==> src/rtl/led_pwm_duty_decoder.sv <==
// led_pwm_duty_decoder: measures period/high time of an external PWM line and
// decodes the duty ratio into an 8-bit rounded palette value.
module led_pwm_duty_decoder #(
  parameter int parm_FCLK                    = 40_000_000,
  parameter int parm_pwm_period_milliseconds = 10,
  parameter int parm_timeout_periods         = 2,
  parameter int parm_min_period_cycles       = 16
) (
  input  logic        i_clk,
  input  logic        i_srst,
  input  logic        ei_pwm,
  output logic [7:0]  o_duty_value,
  output logic        o_duty_valid,
  output logic [31:0] o_period_cycles,
  output logic        o_signal_lost
);
  localparam int          c_pwm_period_ms  = parm_FCLK / 1000 * parm_pwm_period_milliseconds;
  localparam logic [31:0] c_timeout_cycles = 32'(c_pwm_period_ms * parm_timeout_periods);
  localparam logic [31:0] c_min_period     = 32'(parm_min_period_cycles);
  typedef enum logic [1:0] {ST_WAIT_RISE, ST_MEASURE, ST_DIVIDE, ST_OUTPUT} state_t;
  state_t      r_state;
  logic        r_s1, r_sync, r_prev;
  logic [31:0] r_period_cnt, r_high_cnt, r_p, r_h;
  logic [39:0] r_rem;
  logic [8:0]  r_q;
  logic [3:0]  r_bit;
  logic        w_rise, w_timeout, w_ge;
  logic [39:0] w_num, w_div;
  logic [8:0]  w_q;
  assign w_rise    = r_sync & ~r_prev;
  // One-shot: once lost is flagged the saturated counter must not re-trigger.
  assign w_timeout = !w_rise && !o_signal_lost && (r_period_cnt == c_timeout_cycles);
  assign w_num     = {8'd0, r_h} * 40'd255 + {9'd0, r_p[31:1]};
  assign w_div     = {8'd0, r_p} << r_bit;
  assign w_ge      = r_rem >= w_div;
  assign w_q       = r_q | {8'd0, w_ge};
  always_ff @(posedge i_clk) begin
    if (i_srst) begin
      r_s1            <= 1'b0;
      r_sync          <= 1'b0;
      r_prev          <= 1'b0;
      r_period_cnt    <= '0;
      r_high_cnt      <= '0;
      r_p             <= '0;
      r_h             <= '0;
      r_rem           <= '0;
      r_q             <= '0;
      r_bit           <= '0;
      r_state         <= ST_WAIT_RISE;
      o_duty_value    <= '0;
      o_duty_valid    <= 1'b0;
      o_period_cycles <= '0;
      o_signal_lost   <= 1'b0;
    end else begin
      r_s1         <= ei_pwm;
      r_sync       <= r_s1;
      r_prev       <= r_sync;
      r_period_cnt <= w_rise ? 32'd1 : (r_period_cnt == c_timeout_cycles ? r_period_cnt : r_period_cnt + 32'd1);
      r_high_cnt   <= w_rise ? 32'd1 : r_high_cnt + {31'd0, r_sync};
      o_duty_valid <= 1'b0;
      if (w_timeout) begin
        o_signal_lost   <= 1'b1;
        o_duty_valid    <= 1'b1;
        o_duty_value    <= {8{r_sync}};
        o_period_cycles <= '0;
        r_state         <= ST_WAIT_RISE;
      end else begin
        case (r_state)
          ST_WAIT_RISE: if (w_rise) begin
            o_signal_lost <= 1'b0;
            r_state       <= ST_MEASURE;
          end
          ST_MEASURE: if (w_rise && r_period_cnt >= c_min_period) begin
            r_p     <= r_period_cnt;
            r_h     <= r_high_cnt;
            r_bit   <= 4'd9;
            r_state <= ST_DIVIDE;
          end
          // r_bit==9 marks the numerator cycle; 8..0 are the quotient bits.
          ST_DIVIDE: if (r_bit == 4'd9) begin
            r_rem <= w_num;
            r_q   <= '0;
            r_bit <= 4'd8;
          end else begin
            if (w_ge) r_rem <= r_rem - w_div;
            r_q[r_bit] <= w_ge;
            if (r_bit == 4'd0) begin
              o_duty_value    <= w_q[8] ? 8'hFF : w_q[7:0];
              o_period_cycles <= r_p;
              o_duty_valid    <= 1'b1;
              r_state         <= ST_OUTPUT;
            end else begin
              r_bit <= r_bit - 4'd1;
            end
          end
          default: r_state <= ST_MEASURE;
        endcase
      end
    end
  end
endmodule

==> config.mk <==
export PLATFORM = sky130hd
export DESIGN_NAME = led_pwm_duty_decoder
export DESIGN_NICKNAME = d
export VERILOG_FILES = /design/src/rtl/led_pwm_duty_decoder.sv
export SDC_FILE = /design/constraint.sdc
export NUM_CORES = 1
export LEC_CHECK = 0
export CORE_UTILIZATION = 55
export CTS_BUF_LIST = sky130_fd_sc_hd__clkbuf_2 sky130_fd_sc_hd__clkbuf_4 sky130_fd_sc_hd__clkbuf_8
export DETAILED_ROUTE_END_ITERATION = 8
export PLACE_DENSITY_LB_ADDON = 0.15
export RECOVER_POWER = 25
export SYNTH_ARGS = -nofsm -noshare
export SYNTH_HDL_FRONTEND = slang
export SYNTH_SLANG_ARGS = --single-unit
==> constraint.sdc <==
create_clock -name i_clk -period 7.1 [get_ports i_clk]
set_clock_uncertainty 0.05 [all_clocks]
set_input_delay 2.13 -clock i_clk [delete_from_list [all_inputs] [get_ports i_clk]]
set_output_delay 2.13 -clock i_clk [all_outputs]
set_load 0.05 [all_outputs]
==> results.txt, run 1 <==
Status -> complete, but fails checks
Violated checks -> capacitance limit, slew limit
Register Area -> 4570 sq um
Die area -> 37100 sq um
TritonCTS buffer count -> 42
Hold bufs inserted after CTS -> 0
R2R depth -> 15
FILL cells -> 3263
HP Class -> register to register
First-pass DRT Iterations -> 5
Initial Util -> 0.561
CP arrival -> 6.36 ns
Avg Cell Area, Syn -> 8.11 sq um
CTS tree -> built
Synth Flop Type -> dfxtp_1
Switching portion of total power -> 0.448
Vias per inst -> 5.83
Layout cells sized above 1 -> 0.0681
DRT iter0 DRCs -> 1223
Highest Clock Rate -> 0.167 GHz
Min Hold Slack -> 0.407 ns
Synth cell types -> 77
Worst VDD drop -> 0.352 mV
Total number of vias -> 17137
Slew headroom -> -1.10
Part of the power in registers -> 0.242
Initial antenna violation count -> 0
Post-route design area -> 21600 sq um
Most frequent cells after synthesis -> 371 x nand2_1, 331 x inv_1, 265 x a21oi_1
Unrepaired setup endpoints after global routing -> false
Fin crit share -> 0.843
Drt total wl -> 57000 microns
Mapped Nets -> 2763
Critical Path RT -> 7.48 ns
Final net count -> 2750
Layout area overhead -> 7.87%
Internal power -> 3.22 mW
Startpoint types -> input port
Ys Warns -> 0
PortBufs -> 44
Residual DRC count -> 0
Total GRT Usage -> 0.321
Synth area leaders -> dfxtp_1 23%, fa_1 18%, ha_1 7.1%
Post-synth EDFFs -> 0
Worst skew pair latency -> 0.63 ns
Routability cong. -> 0.947
Post-CTS Setup Repair Bufs -> 0
Clock buffer depth -> 3
Async S/R FF share, synth -> 0
Worst Setup End Kind -> register
Leakage -> 9.25 nW
Die width -> 193 microns
Post-Synthesis Cells -> 2464
Hold path depth -> 1
Area leader, netlist -> dfxtp_1
Critical Path Stages -> 5
Combinational fraction of design power -> 0.521
Synth top area share -> 0.228
P_sw -> 2.62 mW
Largest net degree at the start of global routing -> 81
Fin crit period -> 5.99 ns
Critical path, cell by cell -> clkbuf_1 -> clkinv_1 -> clkbuf_1 -> nand2_1 -> a211oi_1
WS Path Type -> input port to register
Antenna Cells -> 0
Pwr per Cell Area -> 271 nW/um^2
DIE HEIGHT -> 193 microns
Clk pwr share -> 0.237
Root buffer cell -> clkbuf_8
Vias in the first global route -> 16997
Post-cts resize count -> 0
Routed Antenna Nets -> 0
CP top delay family -> buffers and inverters
Routed wire per std cell -> 19.4 microns
Grt total ovfl -> 0
Core Area -> 35700 sq um
Mapped Area -> 20000 sq um
Final core occ -> 0.605
Global-route wire length before repair -> 91200 microns
Multi-input gate area -> 13700 sq um
Max Fanout on Critical Path -> 50
Post-DP Area -> 20700 sq um
Fin Setup TNS -> 0 ns
Fin. Hold Viols -> 0
Count leader, synth -> nand2_1
Crit path buffers/inverters -> 3
Slew Limit Fails -> 132
Final setup fails -> 0
I/O Pins -> 45
Crit-path most repeated cell -> clkbuf_1
Standard-cell rows -> 69
Slowest Stage Delay on Critical Path -> 2.17 ns
H-tree Lvls -> 2
Slew @ Worst Pin -> 3.16 ns
FF+latch count, synth -> 228
Max-cap violation count -> 2
Clock Sinks -> 228
Sequential share of the synthesized area -> 0.228
Clk pin slew, worst setup/hold paths -> 0.06 ns
Slowest cell on crit path -> clkbuf_1
Detail Placement HPWL -> 42700 microns
==> per-layer routing <==
layer	global-route usage	vias to the layer above	share of wire
met5	0	-	0
met1	0.417	8287	0.43
met3	0.0595	137	0.070
li1	-	8183	-
met4	0.160	0	0.048
met2	0.511	530	0.45
==> area by class of cell <==
| type | instances | area share |
|---|---|---|
| Clock buffer | 66 | 0.0372 |
| Clock inverter | 7 | 0.00487 |
| Inverter | 332 | 0.0578 |
| Multi-Input combinational cell | 1783 | 0.635 |
| Sequential cell | 228 | 0.212 |
| Tap cell | 461 | 0.0268 |
| Timing Repair Buffer | 64 | 0.0267 |
==> kinds of logic (layout without fill, tap and decap cells) <==
group                      count (synthesis)  count (layout)  synth area share
adders and majority gates                296             296             0.254
and+or+nand+nor                          757             757             0.170
muxes                                     50              50            0.0374
xor gates and xnor gates                 111             111            0.0486
buffers and inverters                    453             469            0.0873
AOI/OAI and AO/OA                        569             569             0.175
DFF                                      228             228             0.228
==> sequential cells by signal (all words and copies together), names as in the netlist, 8 cells and up <==
name and flops:
r_high_cnt 32, r_rem 40, r_p 32, o_period_cycles 32, r_period_cnt 32, r_h 32, r_q 9, o_duty_value 8
==> power by group through the flow <==
stage	Sequential, mW	Combinational [mW]	Clock [mW]
floorplan	1.40	2.33	0
global placement	1.43	2.94	0
detailed placement	1.44	2.94	0
finish	1.41	3.04	1.39
global route	1.42	3.31	1.45
CTS	1.41	2.97	1.41
==> cell usage in the layout, fill, tap and decap left out, types with 7 or more instances in the layout <==
| master | count |
|---|---|
| nand2_1 | 370 |
| inv_1 | 331 |
| a21oi_1 | 265 |
| dfxtp_1 | 226 |
| fa_1 | 182 |
| nor2_1 | 144 |
| ha_1 | 114 |
| o21ai_0 | 98 |
| nand3_1 | 69 |
| xor2_1 | 58 |
| xnor2_1 | 53 |
| clkbuf_8 | 49 |
| clkdlybuf4s50_1 | 43 |
| a21o_1 | 39 |
| a211oi_1 | 26 |
| mux2i_1 | 24 |
| nor3_1 | 24 |
| nand4_1 | 24 |
| and3_1 | 23 |
| nor2b_1 | 21 |
| a31oi_1 | 20 |
| mux4_2 | 19 |
| or3_1 | 19 |
| a311oi_1 | 17 |
| clkbuf_4 | 17 |
| buf_4 | 17 |
| nand2b_1 | 13 |
| o211ai_1 | 11 |
| or2_2 | 10 |
| a211oi_2 | 10 |
| a21oi_2 | 10 |
| o21a_1 | 9 |
| and2_1 | 8 |
| mux2_2 | 7 |
| o21bai_1 | 7 |
==> through the flow <==
stage | power, mW | worst slack (ns) | cells
3_3_place_gp | 4.37 | 1.43 | 2868
2_1_floorplan | 3.73 | 1.80 | 2464
6_report | 5.84 | 1.11 | 2941
3_5_place_dp | 4.38 | 1.33 | 2868
4_1_cts | 5.79 | 1.36 | 2941
5_1_grt | 6.19 | 0.616 | 2941
==> final timing paths <==
path / slack, ns / end / start
max: 1.11 / r_state[0] / i_srst
min reg2reg: 0.41 / r_sync / r_s1
min: 0.41 / r_sync / r_s1
max reg2reg: 1.16 / r_rem[15] / r_bit[0]
Note: power is estimated with default switching activity, not from simulation.
==> run 2, diff against run 1 <==
==> constraint.sdc (replaced) <==
create_clock -name i_clk -period 5.8 [get_ports i_clk]
set_clock_uncertainty 0.05 [all_clocks]
set_input_delay 1.74 -clock i_clk [delete_from_list [all_inputs] [get_ports i_clk]]
set_output_delay 1.74 -clock i_clk [all_outputs]
set_load 0.05 [all_outputs]
==> run 2 against run 1 <==
The flow still finishes with violations (capacitance limit, slew limit). Sequential power grew 19%. Routed wire length grew 2.9%. Register-to-register slack lost 0.93 ns. Count of clock-buffer cells in the layout grew 1. Combinational power grew 24%. Final cell count grew 1.2%. Critical path type is now register to register. Critical endpoint is now r_rem[37]. Largest power group unchanged. Highest routed layer unchanged.
==> results.txt, run 2 (synthesis gave the netlist of run 1 again) <==
Antenna Cells -> 0 (unchanged)
I/O Pins -> 45 (unchanged)
Worst VDD drop -> 0.370 mV (+5.2%)
Slew Limit Fails -> 61 (-54%)
Slew headroom -> -0.850 (+0.254)
DRT iter0 DRCs -> 1387 (+13%)
Max-cap violation count -> 1 (-1)
DIE HEIGHT -> 193 microns (unchanged)
Post-DP Area -> 20900 sq um (+1.2%)
Biggest register -> r_rem
Vias per inst -> 5.88 (+0.84%)
Routed Antenna Nets -> 0 (unchanged)
Fin crit period -> 5.57 ns
Routability cong. -> 0.964 (+1.8%)
Worst Setup End Kind -> register
TritonCTS buffer count -> 42 (unchanged)
Status -> complete, but fails checks
Worst r2r src -> r_h[5]
Clk pin slew, worst setup/hold paths -> 0.07 ns (about the same)
Critical Path RT -> 6.28 ns (-1.20 ns)
Total number of vias -> 17481 (+2.0%)
Pwr per Cell Area -> 328 nW/um^2 (+21%)
Violated checks -> capacitance limit, slew limit
Part of the power in registers -> 0.235 (-0.007)
Slew @ Worst Pin -> 2.77 ns (-0.381 ns)
CP arrival -> 6.04 ns (-0.32 ns)
Switching portion of total power -> 0.445 (-0.00283)
Initial Util -> 0.561 (unchanged)
Unrepaired setup endpoints after global routing -> false
Post-route design area -> 21900 sq um (+1.4%)
Final setup fails -> 0 (unchanged)
P_sw -> 3.19 mW (+22%)
FILL cells -> 3255 (-0.25%)
Max Fanout on Critical Path -> 4 (-92%)
Startpoint types -> register
Residual DRC count -> 0 (unchanged)
Most common cell after layout, fill and taps aside -> nand2_1
First-pass DRT Iterations -> 5 (unchanged)
Reg2reg end -> r_rem[37]
Layout area overhead -> 9.43%
Fin. Hold Viols -> 0 (unchanged)
Layout cells sized above 1 -> 0.0867 (+0.0186)
Worst skew pair latency -> 0.62 ns (about the same)
Final net count -> 2781 (+1.1%)
CTS tree -> built
H-tree Lvls -> 2 (unchanged)
HP Class -> register to register
Post-CTS Setup Repair Bufs -> 0 (unchanged)
Drt total wl -> 58600 microns (+2.9%)
Die width -> 193 microns (unchanged)
Fin crit share -> 0.960
Clk pwr share -> 0.238 (about the same)
Post-cts resize count -> 0 (unchanged)
Max reg flops -> 40 (unchanged)
Internal power -> 3.98 mW (+23%)
Core Area -> 35700 sq um (unchanged)
Total GRT Usage -> 0.329 (+0.00818)
R2R depth -> 19 (+4)
Reg2Reg Setup Slack -> 0.23 ns (-0.93 ns)
Routed wire per std cell -> 19.7 microns (+1.7%)
WS Path Type -> register to register
Root buffer cell -> clkbuf_8
Vias in the first global route -> 17392 (+2.3%)
Crit path to -> r_rem[37]
CP Launch Point -> r_h[5]
Die area -> 37100 sq um (unchanged)
PortBufs -> 44 (unchanged)
Highest Clock Rate -> 0.180 GHz
Clock buffer depth -> 3 (unchanged)
Global-route wire length before repair -> 93500 microns (+2.5%)
Largest net degree at the start of global routing -> 71 (-12%)
Clock Sinks -> 228 (unchanged)
Detail Placement HPWL -> 45200 microns (+6.0%)
Hold bufs inserted after CTS -> 0 (unchanged)
Combinational fraction of design power -> 0.527 (+0.006)
Initial antenna violation count -> 0 (unchanged)
Grt total ovfl -> 0 (unchanged)
Most frequent cells in the layout -> 369 x nand2_1, 331 x inv_1, 265 x a21oi_1
Fin Setup TNS -> 0 ns (unchanged)
Leakage -> 9.45 nW (+2.1%)
Standard-cell rows -> 69 (unchanged)
-- run 2: metal layers --
layer | wire, microns | share of wire | vias to the layer above | track usage
met1 | 25500 | 0.44 | 8509 | 0.438
met4 | 2390 | 0.041 | 0 | 0.142
met5 | 0 | 0 | - | 0
met2 | 26700 | 0.45 | 602 | 0.529
li1 | - | - | 8244 | -
met3 | 4020 | 0.069 | 126 | 0.0524
-- run 2: how the worst min path moves through the flow --
| stage | startpoint | slack, ns | cells past startpoint | endpoint |
|---|---|---|---|---|
| final | r_s1 | 0.39 | 1 | r_sync |
| after global routing | r_s1 | 0.41 | 1 | r_sync |
| after CTS | r_s1 | 0.39 | 1 | r_sync |
| after detailed placement | r_s1 | 0.38 | 1 | r_sync |
| after global placement | r_s1 | 0.37 | 1 | r_sync |
| after floorplan | r_s1 | 0.36 | 1 | r_sync |
-- run 2: layout make-up --
class,instances,area (sq um),share of cell area
clock buffers,67,835,0.0382
clock inverters,9,90.1,0.00412
inverters,332,1250,0.0570
multi-input cells,1783,13700,0.628
flip-flops and latches,228,4570,0.209
well taps,461,577,0.0264
repair buffers,95,823,0.0376
-- run 2: per-stage QoR --
| step | hold slack [ns] | setup slack [ns] | power (mW) | utilization | std cells |
|---|---|---|---|---|---|
| floorplan | 0.364 | 0.496 | 4.57 | - | 2464 |
| detailed placement | 0.378 | 0.132 | 5.40 | 0.587 | 2899 |
| global route | 0.409 | 0.0172 | 7.63 | 0.613 | 2975 |
| CTS | 0.392 | 0.187 | 7.13 | 0.612 | 2975 |
| finish | 0.389 | 0.235 | 7.17 | 0.613 | 2975 |
| global placement | 0.368 | 0.183 | 5.38 | 0.587 | 2899 |
-- run 2: power groups by stage --
stage	combinational [mW]	sequential, mW	clock, mW
3_3_place_gp	3.66	1.71	0
4_1_cts	3.71	1.68	1.73
5_1_grt	4.14	1.69	1.79
6_report	3.78	1.68	1.71
3_5_place_dp	3.69	1.71	0
2_1_floorplan	2.85	1.72	0
-- run 2: critical path: stages, from the launching register on --
cell      delay, ns
dfxtp_1        0.32
inv_1          0.11
fa_1           0.62
inv_1          0.08
fa_1           0.51
fa_1           0.56
inv_1          0.06
fa_1           0.53
inv_1          0.04
ha_1           0.32
o21a_1         0.20
nand3_1        0.12
a2111o_1       0.47
a2111o_1       0.45
nand3_1        0.12
a21oi_1        0.10
o41ai_1        0.33
xor2_1         0.19
nand2_1        0.07
a311oi_1       0.27
==> run 3, diff against run 2 <==
--- a/config.mk
+++ b/config.mk
@@ -8,7 +8,7 @@
 export CORE_UTILIZATION = 55
 export CTS_BUF_LIST = sky130_fd_sc_hd__clkbuf_2 sky130_fd_sc_hd__clkbuf_4 sky130_fd_sc_hd__clkbuf_8
 export DETAILED_ROUTE_END_ITERATION = 8
-export PLACE_DENSITY_LB_ADDON = 0.15
+export PLACE_DENSITY_LB_ADDON = 0.08
 export RECOVER_POWER = 25
 export SYNTH_ARGS = -nofsm -noshare
 export SYNTH_HDL_FRONTEND = slang
==> run 3 against run 2 <==
The flow still finishes with violations (capacitance limit, slew limit). Critical path depth unchanged. Clock power increased by 5%. Non-clock buffer count decreased by 3. Utilization about the same. Count of clock-buffer cells in the layout increased by 1. Register-to-register slack improved by 0.04 ns. Largest cell class unchanged. Routed wire length decreased by 0.32%. Global-route usage decreased by 0.31 points. Final cell count decreased by 0.10%. Die area unchanged.
==> results.txt, run 3 (synthesis gave the netlist of run 1 again) <==
Status -> complete, but fails checks
Violated checks -> capacitance limit, slew limit
Slew Limit Fails -> 52 (-15%)
Most common cell after layout, fill and taps aside -> nand2_1
Critical path, cell by cell -> inv_1 -> fa_1 -> inv_1 -> fa_1 -> fa_1 -> inv_1 -> fa_1 -> inv_1 -> ha_2 -> a21o_1 -> nor2_1 -> a2111o_1 -> a2111o_1 -> nand3_2 -> nand3_1 -> a221oi_2 -> xnor2_1 -> nand2_1 -> a311oi_1
Most frequent cells in the layout -> 370 x nand2_1, 331 x inv_1, 265 x a21oi_1
Biggest register -> r_rem
Routability cong. -> 0.980 (+1.6%)
Pwr per Cell Area -> 332 nW/um^2 (+1.1%)
Standard-cell rows -> 69 (unchanged)
Max-cap violation count -> 1 (unchanged)
Fin crit share -> 0.952 (-0.00711)
Highest Clock Rate -> 0.181 GHz (+0.75%)
CTS tree -> built
Die area -> 37100 sq um (unchanged)
Layout area overhead -> 9.41% (about the same)
Total number of vias -> 17406 (-0.43%)
CP arrival -> 6.00 ns (-0.04 ns)
R2R depth -> 19 (unchanged)
Initial Util -> 0.561 (unchanged)
Slowest cell on crit path -> fa_1
Fin. Hold Viols -> 0 (unchanged)
DRT iter0 DRCs -> 1516 (+9.3%)
Hold path depth -> 1 (unchanged)
Worst Setup End Kind -> register
Final net count -> 2778 (-0.11%)
Total GRT Usage -> 0.326 (-0.00313)
Slowest Stage Delay on Critical Path -> 0.55 ns (-0.07 ns)
Max reg flops -> 40 (unchanged)
Root buffer cell -> clkbuf_8
Clk pin slew, worst setup/hold paths -> 0.07 ns (about the same)
FILL cells -> 3248 (-0.22%)
Grt total ovfl -> 0 (unchanged)
Core Area -> 35700 sq um (unchanged)
Non-filler cells, final -> 2972 (-0.10%)
WS Path Type -> register to register
Initial antenna violation count -> 3 (+3)
Setup ws final -> 0.276 ns (+0.0413 ns)
First-pass DRT Iterations -> 9 (+4)
Worst skew pair latency -> 0.62 ns (about the same)
Place WS -> 0.103 ns (-0.0292 ns)
Drt total wl -> 58400 microns (-0.32%)
Final setup fails -> 0 (unchanged)
HP Class -> register to register
H-tree Lvls -> 2 (unchanged)
Leakage -> 9.44 nW (about the same)
Slew headroom -> -0.608 (+0.241)
Unrepaired setup endpoints after global routing -> false
Largest net degree at the start of global routing -> 80 (+13%)
Vias per inst -> 5.86 (-0.33%)
Residual DRC count -> 0 (unchanged)
I/O Pins -> 45 (unchanged)
Die width -> 193 microns (unchanged)
Routed wire per std cell -> 19.7 microns (-0.22%)
Vias in the first global route -> 17054 (-1.9%)
TritonCTS buffer count -> 42 (unchanged)
Post-CTS Setup Repair Bufs -> 0 (unchanged)
Placed cell count -> 2896 (-0.10%)
DIE HEIGHT -> 193 microns (unchanged)
Layout cells sized above 1 -> 0.0845 (-0.00225)
PortBufs -> 44 (unchanged)
Detail Placement HPWL -> 44800 microns (-1.0%)
Critical Path RT -> 6.28 ns (about the same)
Routed Antenna Nets -> 0 (unchanged)
Global-route wire length before repair -> 92100 microns (-1.4%)
Max Fanout on Critical Path -> 6 (+2)
Fin crit period -> 5.52 ns (-0.0413 ns)
Clock Sinks -> 228 (unchanged)
Fin Setup TNS -> 0 ns (unchanged)
Worst VDD drop -> 0.453 mV (+22%)
Clock buffer depth -> 3 (unchanged)
Startpoint types -> register
Slew @ Worst Pin -> 2.41 ns (-0.362 ns)
[run 3: worst max-delay path: cells and delay by family (launching register included)]
family	cells	cell delay, ns
adders and majority gates	5	2.49
buffers and inverters	4	0.31
and+or+nand+nor	4	0.40
DFF	1	0.37
xor gates and xnor gates	1	0.14
AOI/OAI and AO/OA	5	1.69
[run 3: report_power, final]
group | internal [mW] | leakage, nW | switching, mW
sequential | 1.62 | 1.84 | 0.0604
combinational | 1.37 | 7.09 | 2.41
clock | 1.05 | 0.504 | 0.745
[run 3: metrics by stage]
stage	hold slack, ns	util	total power [mW]	cell area [sq um]
after floorplan	0.364	-	4.57	20000
after global placement	0.370	0.586	5.36	20900
after detailed placement	0.380	0.586	5.39	20900
after CTS	0.394	0.612	7.20	21800
after global routing	0.423	0.613	7.68	21900
final	0.387	0.613	7.25	21900
[run 3: per-layer routing]
metal / GRT usage / up-vias / share of wire / routed length [microns]
li1: - / 8252 / - / -
met4: 0.132 / 2 / 0.038 / 2240
met5: 0 / - / 0.00015 / 9
met3: 0.0582 / 125 / 0.076 / 4450
met1: 0.434 / 8395 / 0.43 / 24900
met2: 0.522 / 632 / 0.46 / 26800
[run 3: final timing paths]
kind	start	end	slack [ns]
worst min register to register	r_s1	r_sync	0.39
worst max-delay path	r_h[3]	r_rem[39]	0.28
worst min-delay path	r_s1	r_sync	0.39
worst max register to register	r_h[3]	r_rem[39]	0.28
[run 3: layout make-up]
cell class	count	area [sq um]	area share
flip-flops and latches	228	4580	0.209
diodes	1	2.50	0.000114
clock buffers	68	836	0.0382
clock inverters	7	119	0.00544
multi-input cells	1783	13700	0.628
repair buffers	92	787	0.0360
well taps	461	577	0.0264
inverters	332	1250	0.0570
[run 3: timing repair]
| action | in CTS | in global routing |
|---|---|---|
| resized for setup | 0 | 17 |
| hold buffers | 0 | 0 |
| hold endpoints to repair | 0 | 0 |
| endpoints found under the setup margin | 0 | 10 |
